`config.mk`:
```
export PLATFORM = sky130hd
export DESIGN_NAME = ext_sram_ctl
export DESIGN_NICKNAME = d
export VERILOG_FILES = /design/src/rtl/ext_sram_ctl.sv
export SDC_FILE = /design/constraint.sdc
export NUM_CORES = 1
export LEC_CHECK = 0
export CORE_ASPECT_RATIO = 0.5
export CORE_UTILIZATION = 55
export CTS_CLUSTER_SIZE = 30
export DETAILED_ROUTE_END_ITERATION = 8
export PLACE_DENSITY = 0.84
export SYNTH_ARGS = -nofsm -noshare
export SYNTH_HDL_FRONTEND = slang
export SYNTH_SLANG_ARGS = --single-unit
```
`constraint.sdc`:
```
create_clock -name clk -period 3.7 [get_ports clk]
set_input_delay 0.555 -clock clk [delete_from_list [all_inputs] [get_ports clk]]
set_output_delay 0.555 -clock clk [all_outputs]
set_load 0.02 [all_outputs]
```
`src/rtl/ext_sram_ctl.sv`:
```
// External SRAM controller for a multiplexed 16-bit address/data bus.
// Each bus cycle is ALE0 (low address half), ALE1 (high address half), a data
// phase of WAIT_STATES+1 cycles and one recovery cycle. Word requests run two
// halfword bus cycles and return a single response.
//
// state | meaning
// IDLE  | ready for a request
// A0    | drive low bus address, ale0 high
// A1    | drive high bus address, ale1 high
// DATA  | data phase, wait-state down-counter running
// REC   | bus released; respond, or start the second half of a word
// ERR   | misaligned request, error response, no bus activity
module ext_sram_ctl #(
  parameter int WAIT_STATES = 1,
  parameter int ADDR_W      = 32
) (
  input  logic              clk,
  input  logic              rst_n,
  input  logic              req_valid,
  output logic              req_ready,
  input  logic              req_rw,
  input  logic [1:0]        req_size,
  input  logic [ADDR_W-1:0] req_addr,
  input  logic [31:0]       req_wdata,
  output logic              rsp_valid,
  output logic [31:0]       rsp_rdata,
  output logic              rsp_err,
  input  logic [15:0]       bus_din,
  output logic [15:0]       bus_dout,
  output logic              bus_isout,
  output logic              ale0,
  output logic              ale1,
  output logic              we,
  output logic              oe,
  output logic              ble,
  output logic              bhe
);

  typedef enum logic [2:0] {IDLE, A0, A1, DATA, REC, ERR} state_t;

  state_t            state, state_nxt;
  logic              rw_q, rw_nxt;
  logic [1:0]        size_q, size_nxt;
  logic [ADDR_W-1:0] addr_q, addr_nxt;
  logic [31:0]       wdata_q, wdata_nxt;
  logic              half_q, half_nxt;
  logic [3:0]        cnt_q, cnt_nxt;
  logic [15:0]       lo_q, lo_nxt;

  logic        ready_nxt, valid_nxt, err_nxt, isout_nxt;
  logic        ale0_nxt, ale1_nxt, we_nxt, oe_nxt, ble_nxt, bhe_nxt;
  logic [15:0] dout_nxt;
  logic [31:0] rdata_nxt;
  logic        misaligned;

  // Next-state logic, then Moore output decode from the next state so every
  // output can be registered and still line up with the state it belongs to.
  always_comb begin
    state_nxt = state;
    rw_nxt    = rw_q;
    size_nxt  = size_q;
    addr_nxt  = addr_q;
    wdata_nxt = wdata_q;
    half_nxt  = half_q;
    cnt_nxt   = cnt_q;
    lo_nxt    = lo_q;
    rdata_nxt = rsp_rdata;

    misaligned = (req_size == 2'b01 && req_addr[0]) ||
                 (req_size[1] && req_addr[1:0] != 2'b00);

    case (state)
      IDLE: begin
        if (req_valid) begin
          rw_nxt    = req_rw;
          size_nxt  = req_size;
          addr_nxt  = req_addr;
          wdata_nxt = req_wdata;
          half_nxt  = 1'b0;
          if (misaligned) begin
            state_nxt = ERR;
            rdata_nxt = 32'h0;
          end else begin
            state_nxt = A0;
          end
        end
      end
      ERR: state_nxt = IDLE;
      A0:  state_nxt = A1;
      A1: begin
        state_nxt = DATA;
        cnt_nxt   = 4'(WAIT_STATES);
      end
      DATA: begin
        if (cnt_q == 4'd0) begin
          state_nxt = REC;
          if (size_q[1]) begin
            if (!half_q) lo_nxt = bus_din;
            else         rdata_nxt = {bus_din, lo_q};
          end else if (size_q[0]) begin
            rdata_nxt = {16'h0, bus_din};
          end else begin
            rdata_nxt = {24'h0, addr_q[0] ? bus_din[15:8] : bus_din[7:0]};
          end
        end else begin
          cnt_nxt = cnt_q - 4'd1;
        end
      end
      REC: begin
        if (size_q[1] && !half_q) begin
          half_nxt  = 1'b1;
          addr_nxt  = addr_q + ADDR_W'(2);
          state_nxt = A0;
        end else begin
          state_nxt = IDLE;
        end
      end
      default: state_nxt = IDLE;
    endcase

    ready_nxt = 1'b0;
    valid_nxt = 1'b0;
    err_nxt   = 1'b0;
    isout_nxt = 1'b0;
    ale0_nxt  = 1'b0;
    ale1_nxt  = 1'b0;
    we_nxt    = 1'b0;
    oe_nxt    = 1'b0;
    ble_nxt   = 1'b0;
    bhe_nxt   = 1'b0;
    dout_nxt  = 16'h0;

    case (state_nxt)
      IDLE: ready_nxt = 1'b1;
      A0: begin
        ale0_nxt  = 1'b1;
        isout_nxt = 1'b1;
        dout_nxt  = addr_nxt[16:1];
      end
      A1: begin
        ale1_nxt  = 1'b1;
        isout_nxt = 1'b1;
        dout_nxt  = 16'(addr_nxt >> 17);
      end
      DATA: begin
        if (rw_nxt) begin
          we_nxt    = 1'b1;
          isout_nxt = 1'b1;
          if (size_nxt == 2'b00) begin
            dout_nxt = {wdata_nxt[7:0], wdata_nxt[7:0]};
            ble_nxt  = !addr_nxt[0];
            bhe_nxt  = addr_nxt[0];
          end else begin
            dout_nxt = half_nxt ? wdata_nxt[31:16] : wdata_nxt[15:0];
            ble_nxt  = 1'b1;
            bhe_nxt  = 1'b1;
          end
        end else begin
          oe_nxt  = 1'b1;
          ble_nxt = 1'b1;
          bhe_nxt = 1'b1;
        end
      end
      REC: valid_nxt = !(size_nxt[1] && !half_nxt);
      ERR: begin
        valid_nxt = 1'b1;
        err_nxt   = 1'b1;
      end
      default: ;
    endcase
  end

  // State and request context registers.
  always_ff @(posedge clk or negedge rst_n) begin
    if (!rst_n) begin
      state   <= IDLE;
      rw_q    <= 1'b0;
      size_q  <= 2'b00;
      addr_q  <= '0;
      wdata_q <= 32'h0;
      half_q  <= 1'b0;
      cnt_q   <= 4'd0;
      lo_q    <= 16'h0;
    end else begin
      state   <= state_nxt;
      rw_q    <= rw_nxt;
      size_q  <= size_nxt;
      addr_q  <= addr_nxt;
      wdata_q <= wdata_nxt;
      half_q  <= half_nxt;
      cnt_q   <= cnt_nxt;
      lo_q    <= lo_nxt;
    end
  end

  // Registered outputs; reset drops every strobe immediately.
  always_ff @(posedge clk or negedge rst_n) begin
    if (!rst_n) begin
      req_ready <= 1'b1;
      rsp_valid <= 1'b0;
      rsp_err   <= 1'b0;
      rsp_rdata <= 32'h0;
      bus_dout  <= 16'h0;
      bus_isout <= 1'b0;
      ale0      <= 1'b0;
      ale1      <= 1'b0;
      we        <= 1'b0;
      oe        <= 1'b0;
      ble       <= 1'b0;
      bhe       <= 1'b0;
    end else begin
      req_ready <= ready_nxt;
      rsp_valid <= valid_nxt;
      rsp_err   <= err_nxt;
      rsp_rdata <= rdata_nxt;
      bus_dout  <= dout_nxt;
      bus_isout <= isout_nxt;
      ale0      <= ale0_nxt;
      ale1      <= ale1_nxt;
      we        <= we_nxt;
      oe        <= oe_nxt;
      ble       <= ble_nxt;
      bhe       <= bhe_nxt;
    end
  end

endmodule

```
# Word level (Yosys, flattened, before mapping)
# Index checks and enable logic that the tools add are counted.
# totals
reg_bits,149
in_bits,86
out_inout_bits,58
wordCells,105
# op_classes
add_sub_neg,2
eq_ne,15
mux,47
bitwise_logic,1
reduce_logical,20
# op_table
op,count
two-way mux 32 bit,9
one-hot mux 32 bit (2 select lines),2
two-way mux 16 bit,4
one-hot mux 16 bit (3 select lines),1
adder 32 x 2 -> 32 bit (second input constant),1
two-way mux 1 bit,19
one-hot mux 3 bit (5 select lines),1
== test 3 x 2 -> 1 bit (second input constant),4
== test 3 bit (second input constant),3
two-way mux 3 bit,3
two-way mux 8 bit,1
inequality test 2 bit (second input constant),4
one-hot mux 4 bit (2 select lines),1
== test 3 x 1 -> 1 bit (second input constant),2
zero test 3 bit,2
one-hot mux 1 bit (2 select lines),3
nonzero test 2 bit,3
AND reduction 5 bit,1
logical AND 1 bit,4
zero test 1 bit,4
zero test 4 bit,1
two-way mux 2 bit,2
two-way mux 4 bit,1
AND reduction 4 bit,1
8 further kinds,8

# Logic depth before layout (Yosys ltp)
# depth
depth_word,9
ltp_mapped,10

# Worst setup path after synthesis
# No wires, ideal clock.
# synth_timing
path_kind,input -> register
startpoint,input port req_valid
endpoint,register rsp_rdata[13]
t_arrival_ps,2319
path_slack_ps,1253
path_stages,8
n_path_buf,3
path_cell_list,buf_2 -> or4b_1 -> clkbuf_2 -> mux2_4 -> a21o_1 -> nand2_4 -> buf_12 -> mux2_1
# synth_between
elab_chain_len,2
# synth_lines
element,line_no,source
start: declaration,19,"input logic req_valid,"
inequality test 2 bit (no source line),n/a,
AND reduction 5 bit (no source line),n/a,
end signal: assignment,215,rsp_rdata <= rdata_nxt;
end: declaration,26,"output logic [31:0] rsp_rdata,"
# Every way passes these cells.
# A chain may end at the register's enable or synchronous reset.

# Worst setup path in the final report
# layout_timing
startpoint,register size_q[1]
endpoint,register bus_dout[9]
# layout_between
elab_chain_len,7
elab_cells_between_ends,17
cone_classes,eq/ne (3); mux (12); reduce/logical (2)
# layout_lines
element,line_no,source
start: declaration,43,"logic [1:0] size_q, size_nxt;"
start signal: assignment,187,size_q <= size_nxt;
logical AND 1 bit,110,if (size_q[1] && !half_q) begin
two-way mux 1 bit,110,
one-hot mux 1 bit (2 select lines),72,case (state)
two-way mux 16 bit,154,dout_nxt = half_nxt ? wdata_nxt[31:16] : wdata_nxt[15:0];
two-way mux 16 bit,149,if (size_nxt == 2'b00) begin
two-way mux 16 bit,146,if (rw_nxt) begin
one-hot mux 16 bit (3 select lines) *,133,case (state_nxt)
via dout_nxt[9],52,logic [15:0] dout_nxt;
end signal: assignment,216,bus_dout <= dout_nxt;
end: declaration,29,"output logic [15:0] bus_dout,"
# Mark *: on every way through the listed nets, which the timed path passes. The rest lies on a longest branch.

==> summary.md <==
| Metric | Value |
|---|---|
| N_diodes | 0 |
| Worst VDD drop | 0.420 mV |
| Num ports | 144 |
| WHS | 0.152 ns |
| Syn Nets | 860 |
| Share of layout cells above drive strength 1 | 0.127 |
| 1st-pass router iterations | 6 |
| CP max-delay cell | a2111oi_0 |
| Max-slew violations | 0 |
| Vias in the first global route | 6,573 |
| Wl on met1 | 9070 um |
| Ranking of synthesized cells by area | dfrtp_1 48%, mux2_2 6.3%, mux2i_1 6.0% |
| Max frequency | 329 MHz |
| Post-synthesis cell type count | 72 |
| Post-route minimum period | 3.04 ns |
| DR WL/cell | 19.2 um |
| Synthesis-to-layout area growth | 27.0% |
| Relative slew slack | 0.274 |
| TritonCTS clock tree | yes |
| Synth Warn # | 0 |
| Final hold vios | 0 |
| Reg clk slew, reported paths | 0.06 ns |
| RSZ-0062 raised after global routing | false |
| Port Buf Inserts | 143 |
| CTS buffer count | 17 |
| Hold crit path type | in2async |
| Status | finished clean |
| Worst setup path start | size_q[1] |
| EDFF count, synth | 0 |
| Post-synthesis cell count | 771 |
| Power per cell area | 824 nW/um2 |
| Largest net degree at the start of global routing | 82 |
| Largest delay contributor family on the critical path | compound AO/OA/AOI/OAI gates |
| Post-synth top cells | 148 x dfrtp_1, 109 x nand2_1, 63 x nor2_1, 46 x mux2i_1, 43 x mux2_2 |
| Post-route ant nets | 0 |
| WP data arrival | 3.30 ns |
| WS Path Type | reg2reg |
| Post-synthesis sequential area ratio | 0.483 |
| Die area | 14,500 um2 |
| Critical path buffers and inverters | 0 |
| Tightest Pin Transition | 1.06 ns |
| Worst-path fanout max | 19 |
| DR top layer | met4 |
| Final GP Congestion | 0.888 |
| First-pass GRT wire length | 33,900 um |
| Root Driver | clkbuf_16 |
| Initial antenna violation count | 0 |
| Period utilization | 0.822 |
| WL met2 | 9790 um |
| Latest clock arrival within the worst-skew pair | 0.43 ns |
| Req. time, crit path | 3.96 ns |
| CTS resizes | 0 |
| Mapped Area | 7720 um2 |
| Clock skew | 0.00796 ns |
| Overflow after GRT | 0 |
| Standard-cell rows | 30 |
| Syn avg cell area | 10.0 um2 |
| Die height | 85.8 um |
| Max-cap violations | 0 |
| Clock buffer depth | 2 |
| # hold bufs at CTS | 0 |
| Slowest stage delay, CP | 0.89 ns |
| Top-area cell type share of the netlist area | 0.480 |
| Synth Flop Type | dfrtp_1 |
| DRC | 0 |
| Routed length on met3 | 1650 um |
| Final HPWL DP | 14,600 um |
| H-tree Lvls | 4 |
| Via density | 6.05 |
| Core area | 13,600 um2 |
| Critical Path End Type | flop |
| Pleak | 0.00430 uW |
| Total GRT Usage | 0.303 |
| Cell taking the most area after synthesis | dfrtp_1 |
| # fillers | 978 |
| Starting Density | 0.567 |
| WL final | 21,100 um |
| Post-synth ARST share | 1.00 |
| Setup_tns | 0 ns |
| Synthesized flop and latch total | 149 |
| Setup-failing EPs final | 0 |
| Top-count cell post-synth | dfrtp_1 |
| CP Launch Type | flop |
| CP cell instances | nand4b_1, nor3_1, a21oi_1, a2111oi_0, o221ai_1 |
| Chip width | 170 um |
| RR Startpoint | size_q[1] |
| Vias | 6,660 |
| Nets | 984 |
| # clock sinks | 149 |
| Initial DRC Count | 749 |
| Postcts setup bufs | 0 |
-- cell type report --
class                      instances  area, um2  area share
sequential                       149       3730       0.380
clock buffer                      20        447      0.0455
inverter                          30        113      0.0115
timing repair buffer             159       1550       0.158
clock inverter                    12        120      0.0122
multi-input combinational        538       3610       0.368
tap                              192        240      0.0245
-- routing by layer --
layer,track usage,vias to the layer above
li1,-,3006
met1,0.396,3280
met2,0.489,313
met3,0.0780,61
met4,0.118,0
met5,0,-
-- worst paths after layout --
path / cells after the start / endpoint / slack, ns
max: 5 / bus_dout[9] / 0.66
min: 1 / addr_q[8] / 0.15
max reg2reg: 5 / bus_dout[9] / 0.66
min reg2reg: 2 / wdata_q[28] / 0.48
max in group asynchronous: 2 / bus_dout[13] / 2.68
min in group clk: 2 / wdata_q[28] / 0.48
-- logic make-up (layout without fill, tap and decap cells) --
logic type	after synthesis	after routing	synth area share
buffers and inverters	84	221	0.0509
AND/OR/NAND/NOR	287	287	0.178
adder cells (fa/ha/maj)	3	3	0.00486
multiplexers	104	104	0.150
XOR/XNOR	5	5	0.00567
flip-flops	149	149	0.483
AO/OA/AOI/OAI	139	139	0.128
-- placed cells by master, fill, tap and decap left out, types with 6 or more instances in the layout --
master,n
a22o_1,11
nor3_1,24
nand3_1,18
inv_1,29
nand2b_1,6
mux2_2,43
nor2_1,62
nor4_1,10
a21oi_1,33
o22ai_1,17
nand2_1,109
o21ai_0,14
clkbuf_16,17
mux2i_1,46
dfrtp_1,148
buf_4,16
clkdlybuf4s50_1,142
nand4_1,10
a221o_1,12
and3_1,15
mux2_4,12
-- state kept, by name (all words and copies together), names as in the netlist, 2 cells and up --
register,count
cnt_q,4
lo_q,16
state,3
bus_dout,16
addr_q,32
wdata_q,32
rsp_rdata,32
size_q,2
-- power breakdown --
group	internal (uW)	switching (uW)
registers	2300	560
clock network	953	730
logic	1590	1950
-- metrics by stage --
step                total power [uW]  instances  setup slack (ns)  utilization  cell area [um2]
floorplan                       5170        771              1.25            -             7720
global placement                6190       1068             0.546        0.678             9240
detailed placement              6330       1068             0.415        0.678             9240
CTS                             8040       1100             0.750        0.720             9810
global route                    8500       1100             0.483        0.720             9810
finish                          8080       1100             0.658        0.720             9810
No activity file was read; power rests on OpenSTA's default activity.
==> RTL edit 1 (same flow settings) <==
Set the parameter `ADDR_W` to 40 (it was 32).
--- a/src/rtl/ext_sram_ctl.sv
+++ b/src/rtl/ext_sram_ctl.sv
@@ -12,7 +12,7 @@
 // ERR   | misaligned request, error response, no bus activity
 module ext_sram_ctl #(
   parameter int WAIT_STATES = 1,
-  parameter int ADDR_W      = 32
+  parameter int ADDR_W      = 40
 ) (
   input  logic              clk,
   input  logic              rst_n,
Ports: changed (resized req_addr); port bits go from 144 to 152. No check against the original RTL was run, so the function may have changed too.
==> RTL edit 1 against the original RTL <==
- power up 3.8%
- cell count down 4.5%
- first-iteration DRC count down 13%
- maximum frequency up 1.4%
- final area down 1.2%
- sequential cell count up 1
- wire length down 2.9%
- setup slack better by 43 ps
- utilization up 2.6 points
- via count down 3.7%
- area after synthesis down 2.9%
- critical endpoint is now rsp_rdata[0]
- largest power group unchanged
==> RTL edit 1: results (changes against the original RTL) <==
stage,metric,value,unit,change
run_status,status,"complete, no violations",,
synthesis,Mapped Nets,830,,-3.5%
cts,post-cts resize count,0,,unchanged
cts,CTS buffer count,17,,unchanged
critical_path,Worst Path Max Fanout,43,,+24
synthesis,post-synthesis adder-cell area fraction,0.00501,,+0.000145
pwr,VDD IR max,501,uV,+19%
synthesis,Async SR Flop Fraction,1.00,,unchanged
cts,Root Driver,clkbuf_16,,
synthesis,Post-synth top cells,"dfrtp_1 (149), nand2_1 (95), nor2_1 (67), mux2_2 (44), a21oi_1 (42)",,
cells_and_area,top flop regs,"addr_q: 33 flops, rsp_rdata: 32 flops, wdata_q: 32 flops",,
critical_path,worst-case reg-to-reg path depth,7,,+2
global_routing,vias in the first global route,6407,,-2.5%
synthesis,Yosys cell types,62,,-14%
synthesis,mux contribution to synthesized area,0.143,,-0.00720
global_routing,antenna violations before repair,0,,unchanged
synthesis,"Seq/Total Area, Yosys",0.501,,+0.0178
drt,Post-Route WL,20500,um,-2.9%
cts,Worst-path clk slew,70,ps,
global_routing,first-pass GRT wire length,33100,um,-2.2%
drt,DR iter-0 viols,648,,-13%
synthesis,Area contributors post-synth,"dfrtp_1 (50%), mux2_2 (6.6%), nand2_1 (4.8%)",,
sta,Slew HR,0.334,,+0.0607
cells_and_area,fin nets,964,,-2.0%
critical_path,CP max-delay cell,nor3b_4,,
synthesis,Post-Synth XOR/XNOR Area,0.00234,,-0.00334
critical_path,CP arrival,3310,ps,about the same
critical_path,CP max stage delay,500,ps,-390 ps
drt,drt drc,0,,unchanged
place,DP Area,9060,um2,-2.0%
global_routing,gr usage total,0.303,,about the same
global_routing,largest net degree at the start of global routing,87,,+6.1%
place,HPWL after DPL,13900,um,-4.9%
cts,H-tree level count,4,,unchanged
place,Port Buffers,144,,+0.70%
critical_path,FF-to-FF End,rsp_rdata[0],,
critical_path,reg2reg start,state[2],,
cts,clock buffer depth,2,,unchanged
cells_and_area,antenna cells,0,,unchanged
cts,Setup Buffers After CTS,0,,unchanged
min_path,Hold/Removal Path Class,in2async,,
synthesis,Most used DFF post-synth,dfrtp_1,,
cts,clock latency on the worst-skew pair,420,ps,
drt,1st-pass router iterations,8,,+2
drt,DR vias/cell,6.11,,+0.92%
sta,Clock Skew,10.6,ps,+2.60 ps
synthesis,Ys Warns,0,,unchanged
synthesis,compound-gate portion of the synthesized area,0.139,,+0.0115
critical_path,worst reg-to-reg setup slack,700,ps,+40 ps
cells_and_area,layout cells sized above 1,0.141,,+0.0143
place,gp weighted congestion,0.907,,+2.1%
pwr,leakage power,4.18,nW,-2.8%
## RTL edit 1: worst max-delay path by stage
stage | from | to | cells past startpoint
floorplan | state[2] | bus_dout[12] | 9
global placement | req_valid | rsp_rdata[2] | 7
detailed placement | req_valid | rsp_rdata[2] | 7
CTS | state[2] | rsp_rdata[1] | 7
global route | state[2] | rsp_rdata[1] | 7
finish | state[2] | rsp_rdata[0] | 7
## RTL edit 1: metal layers
layer  vias to the layer above  global-route usage  wire length (um)  share of wire
met1                      3155               0.396              8570           0.42
met3                        46              0.0806              1900          0.092
met5                         -                   0                 0              0
met4                         0               0.101               361          0.018
li1                       2896                   -                 -              -
met2                       319               0.495              9700           0.47
## RTL edit 1: worst max-delay path: cells and delay by family (launching register included)
family,cells,cell delay [ps]
flops,1,390
mux,1,400
buf+inv,1,430
compound gates,2,420
simple gates,3,1210
## RTL edit 1: where the power goes
| group | leakage, nW | internal, W | switching (W) |
|---|---|---|---|
| registers | 1.90 | 0.00235 | 0.000533 |
| clock network | 0.305 | 0.00116 | 0.000723 |
| logic | 1.97 | 0.00160 | 0.00203 |
## RTL edit 1: final cells by class
class                   count  area (um2)
clock buffers              19         443
clock inverters            13         193
fillers                   880        3300
inverters                  32         120
multi-input cells         505        3390
flip-flops and latches    150        3750
well taps                 170         213
repair buffers            161        1580
## RTL edit 1: per-stage QoR
step,util,power [W],hold WS (ps),std cells,worst slack (ps)
global route,0.746,0.00883,266,1050,595
floorplan,-,0.00518,259,733,1450
finish,0.746,0.00839,161,1050,701
global placement,0.697,0.00627,453,1018,516
CTS,0.746,0.00834,221,1050,780
detailed placement,0.697,0.00642,457,1018,480
## RTL edit 1: kinds of logic after synthesis
| kind of cell | after synthesis |
|---|---|
| AOI/OAI and AO/OA | 153 |
| xor gates and xnor gates | 2 |
| adders and majority gates | 3 |
| buffers and inverters | 78 |
| DFF | 150 |
| muxes | 94 |
| and+or+nand+nor | 253 |
==> RTL edit 2 (same flow settings) <==
Made on the original files. Encoding of `state_t`: now one-hot (6 bits for 6 states).
--- a/src/rtl/ext_sram_ctl.sv
+++ b/src/rtl/ext_sram_ctl.sv
@@ -36,7 +36,7 @@
   output logic              bhe
 );
 
-  typedef enum logic [2:0] {IDLE, A0, A1, DATA, REC, ERR} state_t;
+  typedef enum logic [5:0] {IDLE = 6'b000001, A0 = 6'b000010, A1 = 6'b000100, DATA = 6'b001000, REC = 6'b010000, ERR = 6'b100000} state_t;
 
   state_t            state, state_nxt;
   logic              rw_q, rw_nxt;
Formal check against the unedited RTL: no difference found for any inputs over 10 cycles, from zero or initial values and one cycle with rst_n low; not proved beyond that.
==> RTL edit 2 against the original RTL <==
- setup slack improved by 130 ps
- sequential power down 8.4%
- wire length shrank 2.8%
- power shrank 18%
- final area down 3.7%
- sequential share of layout area rose by 2.3 points
- sequential cell count up 3
- area after synthesis decreased by 6.3%
- clock skew grew 5.0 ps
- largest power group is now sequential cells
==> RTL edit 2: results (changes against the original RTL) <==
stage,metric,value,unit,change
critical_path,reg2reg start,state[5],,
synthesis,Mapped Cells,726,,-5.8%
cts,CTS buffer count,17,,unchanged
global_routing,largest net degree at the start of global routing,77,,-6.1%
sta,Least-Margin Pin Slew,862,ps,-200 ps
drt,1st-pass router iterations,5,,-1
place,HPWL after DPL,14300,um,-1.8%
sta,Min Hold Slack,146,ps,-5.88 ps
place,gp weighted congestion,0.927,,+4.5%
drt,Post-Route WL,20600,um,-2.8%
cts,Setup Buffers After CTS,0,,unchanged
critical_path,FF-to-FF End,bus_dout[9],,
cells_and_area,top flop regs,"addr_q: 32 flops, rsp_rdata: 32 flops, wdata_q: 32 flops",,
critical_path,worst reg-to-reg setup slack,790,ps,+130 ps
critical_path,Worst Path Max Fanout,41,,+22
synthesis,Mapped Nets,815,,-5.2%
pwr,VDD IR max,423,uV,+0.87%
pwr,leakage power,4.31,nW,+0.40%
min_path,Hold/Removal Path Class,in2async,,
drt,WL per Instance,19.6,um,+1.9%
pwr,Comb. pwr,0.00224,W,-37%
drt,via count,6336,,-4.9%
sta,min cycle time layout,2910,ps,-134 ps
pwr,Net Sw Power,0.00249,W,-23%
cts,Worst-path clk slew,70,ps,
synthesis,top cell type's share of synthesized area,0.519,,+0.0392
pwr,P_clk,0.00180,W,+7%
global_routing,vias in the first global route,6389,,-2.8%
pwr,clock power share,0.270,,+0.062
critical_path,worst-case reg-to-reg path depth,7,,+2
cts,H-tree level count,4,,unchanged
synthesis,Async SR Flop Fraction,1.00,,unchanged
cts,clock buffer depth,2,,unchanged
critical_path,CP max stage delay,530,ps,-360 ps
critical_path,"delay-heaviest family, CP",simple AND/OR/NAND/NOR gates,,
drt,DR iter-0 viols,681,,-9.1%
synthesis,Yosys cell types,66,,-8.3%
cells_and_area,fin nets,955,,-2.9%
synthesis,Area contributors post-synth,"dfrtp_1 (52%), nand2_1 (7.8%), mux2_2 (4.5%)",,
synthesis,Most used DFF post-synth,dfrtp_1,,
synthesis,Post-synth top cells,"dfrtp_1 (150), nand2_1 (150), nor2_1 (67), nand3_1 (37), mux2_2 (29)",,
synthesis,Ys Warns,0,,unchanged
global_routing,antenna violations before repair,0,,unchanged
critical_path,CP Class,reg2reg,,
synthesis,"Seq/Total Area, Yosys",0.526,,+0.0430
place,pre-CTS setup slack,504,ps,+88.7 ps
global_routing,gr usage total,0.317,,+0.0140
global_routing,first-pass GRT wire length,33100,um,-2.3%
place,DP Area,8840,um2,-4.4%
place,placed insts,1017,,-4.8%
cts,clock latency on the worst-skew pair,420,ps,
sta,Clock Skew,12.9,ps,+4.97 ps
run_status,status,"complete, no violations",,
cells_and_area,layout cells sized above 1,0.116,,-0.0106
cts,Root Driver,clkbuf_16,,
cts,post-cts resize count,0,,unchanged
place,Port Buffers,143,,unchanged
critical_path,CP max-delay cell,and2_4,,
critical_path,CP arrival,3210,ps,-90 ps
## RTL edit 2: cell count changes after synthesis, sizes merged, moves of 13 or more
cell,delta
inv,-13
a221o,+13
mux2,-29
clkbuf,-19
a21oi,-15
o22ai,-18
mux2i,-21
nand2,+40
nor3,-14
nand3,+20
## RTL edit 2: cells by family (layout without fill, tap and decap cells)
family          Yosys count  in the layout  share of synthesized area
compound gates          130            130                      0.133
xor+xnor                  6              6                    0.00726
fa+ha+maj                 3              3                    0.00519
buf+inv                  54            207                     0.0337
flops                   152            152                      0.526
mux                      54             54                     0.0802
simple gates            327            327                      0.215
## RTL edit 2: layout make-up
class	count	area (um2)
tap	170	213
multi-input combinational	520	3200
fill	885	3290
sequential	152	3810
clock inverter	15	181
inverter	17	63.8
clock buffer	17	425
timing repair buffer	158	1560
## RTL edit 2: routing by layer
layer,up-vias,GRT usage,routed length [um]
met1,3098,0.421,8550
met5,-,0,0
met3,49,0.0754,1730
met2,316,0.507,9790
met4,0,0.118,476
li1,2873,-,-
